## src/rtl/synapse_seq.sv

```systemverilog
// Program sequencer for one Synapse tile: steps PMEM entries, one MAC pass (FETCH, RUN, DRAIN, WRITE) per entry.
// Latency vec_len+4 cycles per entry, done one cycle after the last WRITE; no backpressure, abort cancels at any time.
module synapse_seq #(
   parameter int ADDR_DMEM = 8,
   parameter int ADDR_CMEM = 4,
   parameter int CONF_W    = 15,
   parameter int LEN_W     = 8
) (
   input  logic                 clk,
   input  logic                 rst,
   input  logic                 cfg_we,
   input  logic [ADDR_CMEM-1:0] cfg_waddr,
   input  logic [CONF_W-1:0]    cfg_wdata,
   input  logic                 start,
   input  logic                 abort,
   input  logic [ADDR_CMEM-1:0] prog_base,
   input  logic [LEN_W-1:0]     prog_len,
   input  logic [LEN_W-1:0]     vec_len,
   input  logic [ADDR_DMEM-1:0] r_base,
   input  logic [ADDR_DMEM-1:0] w_base,
   output logic                 busy,
   output logic                 done,
   output logic                 err,
   output logic [CONF_W-1:0]    conf,
   output logic [ADDR_DMEM-1:0] r_addr,
   output logic [ADDR_DMEM-1:0] w_addr,
   output logic                 we_ram
);

   typedef enum logic [2:0] {IDLE, FETCH, RUN, DRAIN, WRITE} state_t;

   typedef struct packed {
      logic [LEN_W-1:0]     prog_len;
      logic [LEN_W-1:0]     vec_len;
      logic [ADDR_DMEM-1:0] r_base;
      logic [ADDR_DMEM-1:0] w_base;
   } launch_t;

   state_t                 state, state_nxt;
   launch_t                lch;
   logic [CONF_W-1:0]      pmem [0:2**ADDR_CMEM-1];
   logic [ADDR_CMEM-1:0]   ptr;
   logic [LEN_W-1:0]       idx;
   logic [LEN_W-1:0]       k;
   logic                   dcnt;
   logic [LEN_W:0]         idx_nxt;
   logic [LEN_W-1:0]       vec_last;
   logic                   start_bad;
   logic                   last_entry;

   assign busy       = (state != IDLE);
   assign we_ram     = (state == WRITE);
   assign start_bad  = (prog_len == '0) || (vec_len == '0);
   assign idx_nxt    = {1'b0, idx} + (LEN_W+1)'(1);
   assign last_entry = (idx_nxt >= {1'b0, lch.prog_len});
   assign vec_last   = lch.vec_len - LEN_W'(1);

   // Program memory is deliberately left out of reset so a loaded program survives it.
   always_ff @(posedge clk) begin
      if (cfg_we && !busy)
         pmem[cfg_waddr] <= cfg_wdata;
   end

   always_ff @(posedge clk or negedge rst) begin
      if (!rst)
         state <= IDLE;
      else
         state <= state_nxt;
   end

   always_comb begin
      state_nxt = state;
      case (state)
         IDLE:    if (start && !abort && !start_bad) state_nxt = FETCH;
         FETCH:   state_nxt = RUN;
         RUN:     if (k == vec_last) state_nxt = DRAIN;
         DRAIN:   if (dcnt) state_nxt = WRITE;
         WRITE:   state_nxt = last_entry ? IDLE : FETCH;
         default: state_nxt = IDLE;
      endcase
      if (abort && state != IDLE)
         state_nxt = IDLE;
   end

   always_ff @(posedge clk or negedge rst) begin
      if (!rst) begin
         lch    <= '0;
         ptr    <= '0;
         idx    <= '0;
         k      <= '0;
         dcnt   <= 1'b0;
         conf   <= '0;
         r_addr <= '0;
         w_addr <= '0;
         done   <= 1'b0;
         err    <= 1'b0;
      end else begin
         done <= 1'b0;
         err  <= cfg_we && busy;
         case (state)
            IDLE: begin
               if (start && !abort) begin
                  if (start_bad) begin
                     err <= 1'b1;
                  end else begin
                     lch <= '{prog_len: prog_len, vec_len: vec_len, r_base: r_base, w_base: w_base};
                     ptr <= prog_base;
                     idx <= '0;
                  end
               end
            end
            FETCH: begin
               conf   <= pmem[ptr];
               r_addr <= lch.r_base;
               k      <= '0;
               dcnt   <= 1'b0;
            end
            RUN: begin
               if (k != vec_last) begin
                  r_addr <= r_addr + ADDR_DMEM'(1);
                  k      <= k + LEN_W'(1);
               end
            end
            DRAIN: begin
               dcnt <= 1'b1;
               if (dcnt)
                  w_addr <= lch.w_base + ADDR_DMEM'(idx);
            end
            WRITE: begin
               idx <= idx + LEN_W'(1);
               ptr <= ptr + ADDR_CMEM'(1);
               if (last_entry && !abort)
                  done <= 1'b1;
            end
            default: ;
         endcase
         if (abort && state != IDLE)
            conf <= '0;
      end
   end

endmodule

```

## config.mk

```make
export PLATFORM = sky130hd
export DESIGN_NAME = synapse_seq
export DESIGN_NICKNAME = d
export VERILOG_FILES = /design/src/rtl/synapse_seq.sv
export SDC_FILE = /design/constraint.sdc
export NUM_CORES = 1
export LEC_CHECK = 0
export ABC_AREA = 1
export BUFFER_PORTS_ARGS = -buffer_cell sky130_fd_sc_hd__buf_2
export CORE_ASPECT_RATIO = 1.1
export CORE_MARGIN = 2
export CORE_UTILIZATION = 60
export CTS_CLUSTER_SIZE = 30
export DETAILED_ROUTE_END_ITERATION = 10
export PLACE_DENSITY = 0.84
export SYNTH_ARGS = -nofsm -noshare
export SYNTH_HDL_FRONTEND = slang
export SYNTH_SLANG_ARGS = --single-unit
```

## constraint.sdc

```tcl
create_clock -name clk -period 3.1 [get_ports clk]
set_input_delay 0.31 -clock clk [delete_from_list [all_inputs] [get_ports clk]]
set_output_delay 0.31 -clock clk [all_outputs]
set_load 0.005 [all_outputs]
```

==> results of run 1 <==
==> registers in the layout, indices dropped and copies added (netlist names) <==
signal / count
r_addr: 8
lch: 32
w_addr: 8
err: 1
done: 1
conf: 15
dcnt: 1
state: 3
ptr: 4
idx: 8
pmem: 240
k: 8
==> routing by layer <==
| metal | GRT usage (%) | vias to the layer above |
|---|---|---|
| met4 | 9.91 | 0 |
| met1 | 34.4 | 4856 |
| met3 | 4.55 | 93 |
| li1 | - | 4771 |
| met2 | 44.2 | 538 |
| met5 | 0 | - |
==> layout by cell type, fill, tap and decap left out, types with 5 or more instances in the layout <==
cell type and count:
sky130_fd_sc_hd__nand2_1 243, sky130_fd_sc_hd__edfxtp_1 240, sky130_fd_sc_hd__o21ai_0 135, sky130_fd_sc_hd__nor2_1 134, sky130_fd_sc_hd__inv_1 98, sky130_fd_sc_hd__buf_2 93
sky130_fd_sc_hd__dfrtp_1 88, sky130_fd_sc_hd__nand3_1 86, sky130_fd_sc_hd__a21oi_1 42, sky130_fd_sc_hd__buf_4 34, sky130_fd_sc_hd__clkbuf_16 31, sky130_fd_sc_hd__o221ai_1 20
sky130_fd_sc_hd__ha_1 20, sky130_fd_sc_hd__nand4_1 17, sky130_fd_sc_hd__dlygate4sd3_1 17, sky130_fd_sc_hd__o21ai_1 11, sky130_fd_sc_hd__o22ai_1 11, sky130_fd_sc_hd__mux2_2 10
sky130_fd_sc_hd__xor2_1 10, sky130_fd_sc_hd__mux2_1 7, sky130_fd_sc_hd__xnor2_1 7, sky130_fd_sc_hd__nor2_2 7, sky130_fd_sc_hd__o21ai_2 7, sky130_fd_sc_hd__a31oi_1 6
sky130_fd_sc_hd__inv_2 6, sky130_fd_sc_hd__nor3_1 6, sky130_fd_sc_hd__clkinvlp_4 6, sky130_fd_sc_hd__clkbuf_1 6, sky130_fd_sc_hd__o211ai_1 5, sky130_fd_sc_hd__clkinv_2 5
==> power by group through the flow <==
stage,logic (mW),registers (mW),clock network (mW)
finish,4.33,5.70,3.76
global route,4.85,5.76,3.97
CTS,4.31,5.69,3.79
detailed placement,4.23,5.77,0
global placement,4.08,5.75,0
floorplan,2.95,5.64,0
==> kinds of logic (layout without fill, tap and decap cells) <==
kind of cell | after synthesis | count (layout) | share of synthesized area [%]
buf+inv | 163 | 308 | 4.71
other cells | 0 | 1 | 0
simple gates | 508 | 508 | 15.0
flops | 329 | 329 | 66.2
mux | 18 | 18 | 1.41
fa+ha+maj | 21 | 21 | 1.90
xor+xnor | 17 | 17 | 1.04
compound gates | 246 | 246 | 9.77
==> worst reg2reg max path, cell delays in order (launching register included) <==
cell and delay (ns):
sky130_fd_sc_hd__dfrtp_1 0.45, sky130_fd_sc_hd__ha_1 0.25, sky130_fd_sc_hd__nand2_1 0.07, sky130_fd_sc_hd__nor2_1 0.07, sky130_fd_sc_hd__nand2_1 0.08, sky130_fd_sc_hd__nor2_1 0.05
sky130_fd_sc_hd__or2_2 0.26, sky130_fd_sc_hd__nand2_1 0.08, sky130_fd_sc_hd__inv_1 0.05, sky130_fd_sc_hd__ha_1 0.31, sky130_fd_sc_hd__a21o_1 0.17, sky130_fd_sc_hd__nand3_1 0.08
sky130_fd_sc_hd__nand2_1 0.06, sky130_fd_sc_hd__nor2_1 0.10, sky130_fd_sc_hd__nand3_1 0.10, sky130_fd_sc_hd__nor2_1 0.11, sky130_fd_sc_hd__nor2_1 0.04, sky130_fd_sc_hd__o21ai_0 0.17
==> through the flow <==
stage               hold slack [ns]  util (%)  total power [mW]  cell area [sq um]  std cells
floorplan                    0.0144         -              8.60              14300       1302
global placement              0.188      64.5              9.83              15100       1678
detailed placement            0.196      64.5              10.0              15100       1678
CTS                         0.00660      69.5              13.8              16300       1752
global route                 0.0201      69.5              14.6              16300       1752
finish                       0.0184      69.6              13.8              16300       1753
==> cell type report <==
cell class,instances,share of cell area (%)
clock buffers,40,5.14
flip-flops and latches,329,57.8
diodes,1,0.0153
well taps,305,2.34
inverters,104,2.39
multi-input cells,810,25.4
clock inverters,17,1.08
repair buffers,147,5.82
==> path summary, 6_finish.rpt <==
path,slack (ns),endpoint,cells past startpoint,start
max,0.49,state[0],17,idx[0]
min,0.02,lch[22],2,vec_len[6]
max reg2reg,0.49,state[0],17,idx[0]
min reg2reg,0.48,w_addr[6],2,w_addr[6]
max in group asynchronous,2.26,lch[8],3,rst
min in group asynchronous,0.17,w_addr[2],2,rst
==> impl_results.rst, run 1 <==
.. list-table::
   :header-rows: 1

   * - Metric
     - Value
   * - Status
     - finished, final reports clean
   * - Global-route wire length before repair
     - 51400 microns
   * - Initial antenna violation count
     - 1
   * - Worst setup path category
     - register to register
   * - Clock tree from TritonCTS
     - done
   * - DR DRC count
     - 0
   * - Worst path max stage delay
     - 0.45 ns
   * - Main area contributors after synthesis
     - sky130_fd_sc_hd__edfxtp_1 51%, sky130_fd_sc_hd__dfrtp_1 16%, sky130_fd_sc_hd__nand2_1 6.4%, sky130_fd_sc_hd__o21ai_0 4.7%, sky130_fd_sc_hd__nor2_1 3.6%
   * - Maximum number of buffers from clock root to sink
     - 3
   * - Number of clock sinks
     - 329
   * - Top routing layer in use
     - met4
   * - Data arrival time of the critical path
     - 3.07 ns
   * - Router iterations before antenna repair
     - 5
   * - Yosys warnings
     - 0
   * - Sum of buffers and inverters on the critical path
     - 1
   * - Die outline area
     - 25000 sq um
   * - Unrepaired setup endpoints after global routing
     - no
   * - Dominant delay contributor by cell family on the critical path
     - simple AND/OR/NAND/NOR gates
   * - Gate count of the mapped netlist
     - 1302
   * - Number of nets with antenna violations after detailed routing
     - 0
   * - Worst Skew
     - 0.0123 ns
   * - Critical Path End Type
     - register
   * - Vias after detailed routing
     - 10258
   * - Total power density per cell area
     - 845 nW/um^2
   * - Worst min path class
     - input port to register
   * - Biggest area consumer among synthesized cells
     - sky130_fd_sc_hd__edfxtp_1
   * - Post-synth EDFFs
     - 240
   * - Startpoint type of the worst setup path
     - register
   * - Pre-CTS WS
     - 0.552 ns
   * - Post-CTS Setup Bufs
     - 0
   * - Via count of the first global-routing pass
     - 9953
   * - Gr ovfl total
     - 0
   * - Number of buffers inserted during clock tree synthesis
     - 31
   * - Pin count of the biggest net entering global routing
     - 149
   * - Maximum level of the CTS H-tree
     - 1
   * - Synthesized cell area
     - 14300 sq um
   * - Clock Power Share
     - 27.3%
   * - Final setup margin
     - 0.485 ns
   * - Vias/cell
     - 5.85
   * - Max frequency
     - 382 MHz
   * - Net switching fraction of the power
     - 35.4%
   * - Relative area change from synthesis to final layout
     - 14.6%
   * - Number of maximum-capacitance constraint violations
     - 0
   * - Synthesis-stage register bit count
     - 329
   * - Multi-input logic area
     - 4150 sq um
   * - Routed met1 length
     - 12600 microns
   * - Internal power of the cells
     - 8.91 mW
   * - Final wirelength
     - 33200 microns
   * - Sum of met2 wire segment lengths after detailed routing
     - 16400 microns
   * - Tightest slew margin relative to the limit
     - 39.5%
   * - Root Buffer
     - sky130_fd_sc_hd__clkbuf_16
   * - Slew at the pin closest to its max-slew limit
     - 0.907 ns
   * - Total of hold buffers inserted after clock tree synthesis
     - 17
   * - Sequential cell area in the final layout
     - 9440 sq um
   * - Count of unique library cells instantiated by Yosys
     - 44
   * - Core Area
     - 23500 sq um
   * - I/O pin count
     - 95
   * - Clock period minus final worst setup slack
     - 2.61 ns
   * - Most used DFF post-synth
     - sky130_fd_sc_hd__edfxtp_1
   * - Clock latency on the worst-skew pair
     - 0.56 ns
   * - Starting density of the core
     - 60.7%
   * - # setup viols final
     - 0
   * - Most common cell type on the critical path
     - sky130_fd_sc_hd__nor2_1
   * - Max-slew violation total from the final report
     - 0
   * - Most frequent cell after synthesis
     - sky130_fd_sc_hd__nand2_1
   * - First-iteration detailed-routing DRC count
     - 1096
   * - Most common library cells after synthesis
     - 243 x sky130_fd_sc_hd__nand2_1, 240 x sky130_fd_sc_hd__edfxtp_1, 135 x sky130_fd_sc_hd__nor2_1, 135 x sky130_fd_sc_hd__o21ai_0, 98 x sky130_fd_sc_hd__inv_1
   * - Peak fanout along the critical path
     - 6
   * - Resized Gates After CTS
     - 0
   * - Sequential cell area fraction in the yosys report
     - 66.2%
   * - Hold Fails Final Rpt
     - 0
   * - Final critical-path share of the clock period
     - 84.3%
   * - Fraction of synthesized cell area taken by the top area cell type
     - 50.6%
   * - Final routed wire length divided by cell count
     - 18.9 microns
   * - Routed wire length on met3
     - 2970 microns
   * - Switching power total
     - 4.88 mW
   * - HPWL Detailed
     - 19900 microns
   * - Net count after synthesis
     - 1383
   * - Height of the chip
     - 166 microns
   * - Ordered list of cells on the worst path
     - ha_1 > nand2_1 > nor2_1 > nand2_1 > nor2_1 > or2_2 > nand2_1 > inv_1 > ha_1 > a21o_1 > nand3_1 > nand2_1 > nor2_1 > nand3_1 > nor2_1 > nor2_1 > o21ai_0
   * - Number of buffers inserted by port buffering
     - 94
   * - Nets@finish
     - 1504
   * - Critical-path top delay cell
     - sky130_fd_sc_hd__dfrtp_1
   * - Setup TNS
     - 0 ns
   * - Part of the power in registers
     - 41.3%
   * - Worst IR Drop VDD
     - 0.576 mV
   * - Fraction of layout instances using a drive strength above 1
     - 15.2%
   * - Post-Synthesis Mean Instance Area
     - 10.9 sq um
   * - Gp weighted congestion
     - 0.872
   * - Cell row count
     - 59
   * - Fill count
     - 1589
   * - Register clock-pin slew on the reported worst setup and hold paths
     - 0.07 ns
   * - Combined global-route utilization of all metal layers
     - 26.3%
   * - Proportion of register bits with asynchronous set or reset after synthesis
     - 27.1%
   * - Combinational group share of total power
     - 31.4%
   * - Leakage power
     - 6.60 nW
   * - Die span in x
     - 151 microns
   * - Worst endpoint required time
     - 3.56 ns
No activity file was read; power rests on OpenSTA's default activity.
==> inputs of run 2 (changes only) <==
==> constraint.sdc (replaced) <==
create_clock -name clk -period 2.65 [get_ports clk]
set_input_delay 0.265 -clock clk [delete_from_list [all_inputs] [get_ports clk]]
set_output_delay 0.265 -clock clk [all_outputs]
set_load 0.005 [all_outputs]
==> impl_results.rst, run 2 (synthesis gave the netlist of run 1 again) <==
.. list-table::
   :header-rows: 1

   * - Metric
     - Value
   * - Max frequency
     - 421 MHz
   * - Combined global-route utilization of all metal layers
     - 27.7%
   * - Pre-CTS WS
     - 0.138 ns
   * - Data arrival time of the critical path
     - 2.81 ns
   * - Worst IR Drop VDD
     - 0.650 mV
   * - Final setup margin
     - 0.273 ns
   * - Clock period minus final worst setup slack
     - 2.38 ns
   * - Router iterations before antenna repair
     - 6
   * - Startpoint type of the worst setup path
     - register
   * - Routed met1 length
     - 12800 microns
   * - Most frequent cells in the layout
     - 243 x sky130_fd_sc_hd__nand2_1, 240 x sky130_fd_sc_hd__edfxtp_1, 134 x sky130_fd_sc_hd__o21ai_0
   * - Gr ovfl total
     - 0
   * - Register clock-pin slew on the reported worst setup and hold paths
     - 0.06 ns
   * - Start of the worst register-to-register path
     - idx[1]
   * - Worst Hold Margin
     - 0.0152 ns
   * - Leakage power
     - 6.72 nW
   * - Routed wire length on met3
     - 3460 microns
   * - Worst endpoint required time
     - 3.08 ns
   * - Vias after detailed routing
     - 10523
   * - Max-slew violation total from the final report
     - 0
   * - Global-route wire length before repair
     - 54000 microns
   * - Slew at the pin closest to its max-slew limit
     - 0.769 ns
   * - Number of nets with antenna violations after detailed routing
     - 0
   * - Pin count of the biggest net entering global routing
     - 101
   * - Post-layout instance area
     - 16600 sq um
   * - Number of maximum-capacitance constraint violations
     - 0
   * - Worst setup path category
     - register to register
   * - Number of cells traversed by the worst hold path
     - 2
   * - Worst min path class
     - input port to register
   * - Fraction of layout instances using a drive strength above 1
     - 16.0%
   * - Fill count
     - 1532
   * - Vias/cell
     - 5.97
   * - Total placed cells including tap cells
     - 1685
   * - Final core occ
     - 70.7%
   * - Sum of met2 wire segment lengths after detailed routing
     - 16900 microns
   * - Register containing the most flip-flops in the final layout
     - pmem
   * - Final critical-path share of the clock period
     - 89.7%
   * - I/O pin count
     - 95
   * - Top flop regs
     - pmem x240, lch x32, conf x15
   * - Worst Skew
     - 0.0214 ns
   * - Clock latency on the worst-skew pair
     - 0.53 ns
   * - Starting density of the core
     - 60.7%
   * - Cell area reported after detailed placement
     - 15300 sq um
   * - Relative area change from synthesis to final layout
     - 16.4%
   * - Cell row count
     - 59
   * - Number of buffers inserted by port buffering
     - 94
   * - DR DRC count
     - 0
   * - Setup TNS
     - 0 ns
   * - Final routed wire length divided by cell count
     - 19.5 microns
   * - First-iteration detailed-routing DRC count
     - 1130
   * - Root Buffer
     - sky130_fd_sc_hd__clkbuf_16
   * - Status
     - finished, final reports clean
   * - Slack of the worst reg-to-reg path
     - 0.27 ns
   * - # setup viols final
     - 0
   * - Endpoint of the worst hold-timing path
     - lch[22]
   * - Maximum level of the CTS H-tree
     - 2
   * - Gp weighted congestion
     - 0.864
   * - Number of clock sinks
     - 329
   * - Hold Fails Final Rpt
     - 0
   * - Top routing layer in use
     - met4
   * - Max FFs per register
     - 240
   * - Total power density per cell area
     - 1010 nW/um^2
   * - Core Area
     - 23500 sq um
   * - Maximum number of buffers from clock root to sink
     - 3
   * - Peak fanout along the critical path
     - 4
   * - Height of the chip
     - 166 microns
   * - Most common cell after layout, fill and taps aside
     - sky130_fd_sc_hd__nand2_1
   * - Number of buffers inserted during clock tree synthesis
     - 35
   * - Total design power
     - 16.8 mW
   * - Die span in x
     - 151 microns
   * - Multi-input logic area
     - 4170 sq um
   * - Tightest slew margin relative to the limit
     - 48.7%
   * - Non-filler cells in the finished layout
     - 1763
   * - Sequential cell area in the final layout
     - 9440 sq um
   * - Nets@finish
     - 1516
   * - Clock tree from TritonCTS
     - done
   * - Die outline area
     - 25000 sq um
   * - Critical Path End Type
     - register
   * - Min-delay src
     - vec_len[6]
   * - HPWL Detailed
     - 20900 microns
   * - Worst Reg2Reg Path Length in Cells
     - 17
   * - Final wirelength
     - 34300 microns
   * - Capturing point of the worst reg2reg path
     - state[0]
   * - Antenna cells
     - 0
   * - Via count of the first global-routing pass
     - 10518
   * - Initial antenna violation count
     - 0
==> run 2: per-layer routing <==
metal | vias up | global-route usage (%)
met5 | - | 0
met4 | 0 | 11.0
met3 | 101 | 6.06
met2 | 584 | 45.8
met1 | 5047 | 35.8
li1 | 4791 | -
==> run 2: cell type report <==
class / instances / area share (%)
Clock buffer: 45 / 5.75
Inverter: 104 / 2.35
Timing Repair Buffer: 155 / 6.47
Clock inverter: 15 / 1.12
Multi-Input combinational cell: 810 / 25.1
Tap cell: 305 / 2.30
Sequential cell: 329 / 56.9
==> run 2: report_power, final <==
part / internal [mW] / switching [mW]
sequential: 6.16 / 0.454
combinational: 1.82 / 3.48
clock: 2.93 / 1.95
total: 10.9 / 5.88
==> run 2: timing repair <==
item                                    CTS  global route
gates resized for setup                   0             6
hold buffers                             17             0
endpoints found under the setup margin    0             2
buffers inserted                          0             1
hold endpoints to repair                 55             0
==> run 2: worst max path at each step <==
stage	slack, ns	cells past startpoint	from	endpoint
floorplan	0.37	17	idx[0]	state[0]
global placement	0.27	17	idx[1]	state[0]
detailed placement	0.14	17	idx[1]	state[0]
CTS	0.11	17	idx[1]	state[0]
global route	-0.005	17	idx[1]	state[0]
finish	0.27	17	idx[1]	state[0]
==> run 2: critical path, cell delays in order, from the launching register on <==
cell and delay, ns:
sky130_fd_sc_hd__dfrtp_2 0.43, sky130_fd_sc_hd__ha_2 0.19, sky130_fd_sc_hd__nand2_1 0.08, sky130_fd_sc_hd__nor2_2 0.05, sky130_fd_sc_hd__nand2_1 0.10, sky130_fd_sc_hd__nor2_2 0.05
sky130_fd_sc_hd__or2_2 0.26, sky130_fd_sc_hd__nand2_1 0.08, sky130_fd_sc_hd__inv_1 0.08, sky130_fd_sc_hd__ha_4 0.22, sky130_fd_sc_hd__a21o_1 0.15, sky130_fd_sc_hd__nand3_1 0.07
sky130_fd_sc_hd__nand2_1 0.06, sky130_fd_sc_hd__nor2_1 0.10, sky130_fd_sc_hd__nand3_1 0.09, sky130_fd_sc_hd__nor2_1 0.12, sky130_fd_sc_hd__nor2_1 0.05, sky130_fd_sc_hd__o21ai_1 0.13
==> inputs of run 3 (changes only) <==
--- a/config.mk
+++ b/config.mk
@@ -13,6 +13,7 @@
 export CTS_CLUSTER_SIZE = 30
 export DETAILED_ROUTE_END_ITERATION = 10
 export PLACE_DENSITY = 0.84
+export REMOVE_ABC_BUFFERS = 1
 export SYNTH_ARGS = -nofsm -noshare
 export SYNTH_HDL_FRONTEND = slang
 export SYNTH_SLANG_ARGS = --single-unit
==> impl_results.rst, run 3 (synthesis gave the netlist of run 1 again) <==
.. list-table::
   :header-rows: 1

   * - Metric
     - Value
   * - Most common cell after layout, fill and taps aside
     - sky130_fd_sc_hd__nand2_1
   * - Via count of the first global-routing pass
     - 10281
   * - Root Buffer
     - sky130_fd_sc_hd__clkbuf_16
   * - Height of the chip
     - 166 microns
   * - Pin count of the biggest net entering global routing
     - 90
   * - Peak fanout along the critical path
     - 6
   * - Register clock-pin slew on the reported worst setup and hold paths
     - 0.06 ns
   * - Relative area change from synthesis to final layout
     - 16.6%
   * - Die span in x
     - 151 microns
   * - Number of maximum-capacitance constraint violations
     - 0
   * - Nets@finish
     - 1521
   * - Number of cells traversed by the worst hold path
     - 3
   * - Worst Skew
     - 0.0231 ns
   * - Antenna cells
     - 0
   * - I/O pin count
     - 95
   * - # setup viols final
     - 0
   * - Core Area
     - 23500 sq um
   * - Data arrival time of the critical path
     - 2.87 ns
   * - Worst setup path startpoint
     - idx[0]
   * - Number of buffers inserted during clock tree synthesis
     - 34
   * - Worst setup path category
     - register to register
   * - Initial antenna violation count
     - 0
   * - Vias after detailed routing
     - 10454
   * - Cell row count
     - 59
   * - Top flop regs
     - pmem x240, lch x32, conf x15
   * - Slew at the pin closest to its max-slew limit
     - 0.643 ns
   * - Die outline area
     - 25000 sq um
   * - Number of nets with antenna violations after detailed routing
     - 0
   * - HPWL Detailed
     - 20700 microns
   * - Max frequency
     - 411 MHz
   * - Starting density of the core
     - 60.7%
   * - Vias/cell
     - 5.90
   * - Combined global-route utilization of all metal layers
     - 27.0%
   * - Max FFs per register
     - 240
   * - Router iterations before antenna repair
     - 6
   * - Capturing point of the worst reg2reg path
     - state[0]
   * - Worst min path class
     - input port to register
   * - Worst endpoint required time
     - 3.08 ns
   * - Clock period minus final worst setup slack
     - 2.44 ns
   * - Most frequent cells in the layout
     - 243 x sky130_fd_sc_hd__nand2_1, 240 x sky130_fd_sc_hd__edfxtp_1, 134 x sky130_fd_sc_hd__o21ai_0
   * - First-iteration detailed-routing DRC count
     - 914
   * - Maximum level of the CTS H-tree
     - 2
   * - Maximum number of buffers from clock root to sink
     - 3
   * - Final routed wire length divided by cell count
     - 19.0 microns
   * - Startpoint type of the worst setup path
     - register
   * - Post-layout instance area
     - 16600 sq um
   * - Leakage power
     - 6.76 nW
   * - Clock latency on the worst-skew pair
     - 0.53 ns
   * - Cell area reported after detailed placement
     - 15200 sq um
   * - Register containing the most flip-flops in the final layout
     - pmem
   * - Worst Reg2Reg Path Length in Cells
     - 17
   * - Max-slew violation total from the final report
     - 0
   * - Total power density per cell area
     - 1000 nW/um^2
   * - Setup TNS
     - 0 ns
   * - Final critical-path share of the clock period
     - 91.9%
   * - Hold Fails Final Rpt
     - 0
   * - Start of the worst register-to-register path
     - idx[0]
   * - Clock tree from TritonCTS
     - done
   * - DR DRC count
     - 0
   * - Worst IR Drop VDD
     - 0.867 mV
   * - Gp weighted congestion
     - 0.822
   * - Status
     - finished, final reports clean
   * - Min-delay src
     - prog_len[7]
   * - Critical Path End Type
     - register
   * - Gr ovfl total
     - 0
   * - Final wirelength
     - 33600 microns
   * - Global-route wire length before repair
     - 52400 microns
   * - Fraction of layout instances using a drive strength above 1
     - 16.4%
   * - Tightest slew margin relative to the limit
     - 57.2%
   * - Number of buffers inserted by port buffering
     - 94
   * - Number of clock sinks
     - 329
   * - Endpoint of the worst hold-timing path
     - lch[31]
   * - Slack of the worst reg-to-reg path
     - 0.21 ns
run 3: cell count changes in the layout (fill, tap and decap cells not counted), moves of 2 or more:
cell / delta
sky130_fd_sc_hd__clkinv_8: +2
sky130_fd_sc_hd__clkinv_1: +3
sky130_fd_sc_hd__clkbuf_8: -2
sky130_fd_sc_hd__buf_12: -4
sky130_fd_sc_hd__clkbuf_1: -5
sky130_fd_sc_hd__buf_4: +9
sky130_fd_sc_hd__clkinv_2: +2
run 3: worst max-delay path by stage:
stage / end / slack, ns / depth (start not counted)
2_1_floorplan: conf[0] / -2.90 / 7
3_3_place_gp: state[0] / 0.19 / 17
3_5_place_dp: state[0] / 0.09 / 17
4_1_cts: state[0] / 0.06 / 17
5_1_grt: state[0] / -0.01 / 17
6_report: state[0] / 0.21 / 17
run 3: layout make-up:
class	count	area [sq um]
Timing Repair Buffer	161	1070
Multi-Input combinational cell	810	4170
Clock buffer	37	883
Tap cell	305	382
Fill cell	1599	6860
Sequential cell	329	9440
Clock inverter	25	282
Inverter	104	390
run 3: per-layer routing:
metal  part of all wire [%]  routed length (microns)  up-vias  track usage (%)
met2                     50                    16800      548             45.0
met5                      0                        0        -                0
met3                    9.1                     3050       83             4.66
met1                     38                    12800     5019             35.5
met4                    2.9                      957        0             10.4
li1                       -                        -     4804                -
run 3: metrics by stage:
step                power, mW  std cells  worst slack [ns]  hold WS (ns)  utilization, %
finish                   16.7       1771             0.215        0.0253            70.8
global route             17.6       1771           -0.0110        0.0229            70.8
CTS                      16.7       1768            0.0648      0.000785            70.6
detailed placement       11.7       1688            0.0921         0.329            64.9
global placement         11.5       1688             0.189         0.313            64.9
floorplan                9.81       1243             -2.90       -0.0306               -
run 3: what timing repair did:
| action | in CTS | in global routing |
|---|---|---|
| gates resized for setup | 0 | 5 |
| setup buffers | 0 | 3 |
| hold endpoints to repair | 58 | 0 |
| endpoints found under the setup margin | 0 | 1 |
| hold buffers | 18 | 0 |
run 3: power breakdown:
part           internal (mW)  switching, mW
logic                   1.75           3.34
clock network           2.93           2.00
registers               6.16          0.502
total                   10.8           5.85
run 3: worst max-delay path, stage by stage (launching register included):
cell,delay [ns]
sky130_fd_sc_hd__dfrtp_2,0.44
sky130_fd_sc_hd__ha_2,0.20
sky130_fd_sc_hd__nand2_1,0.08
sky130_fd_sc_hd__nor2_2,0.05
sky130_fd_sc_hd__nand2_1,0.08
sky130_fd_sc_hd__nor2_1,0.05
sky130_fd_sc_hd__or2_2,0.27
sky130_fd_sc_hd__nand2_1,0.08
sky130_fd_sc_hd__inv_1,0.07
sky130_fd_sc_hd__ha_4,0.22
sky130_fd_sc_hd__a21o_1,0.16
sky130_fd_sc_hd__nand3_1,0.08
sky130_fd_sc_hd__nand2_1,0.06
sky130_fd_sc_hd__nor2_1,0.10
sky130_fd_sc_hd__nand3_1,0.12
sky130_fd_sc_hd__nor2_1,0.13
sky130_fd_sc_hd__nor2_1,0.05
sky130_fd_sc_hd__o21ai_1,0.11
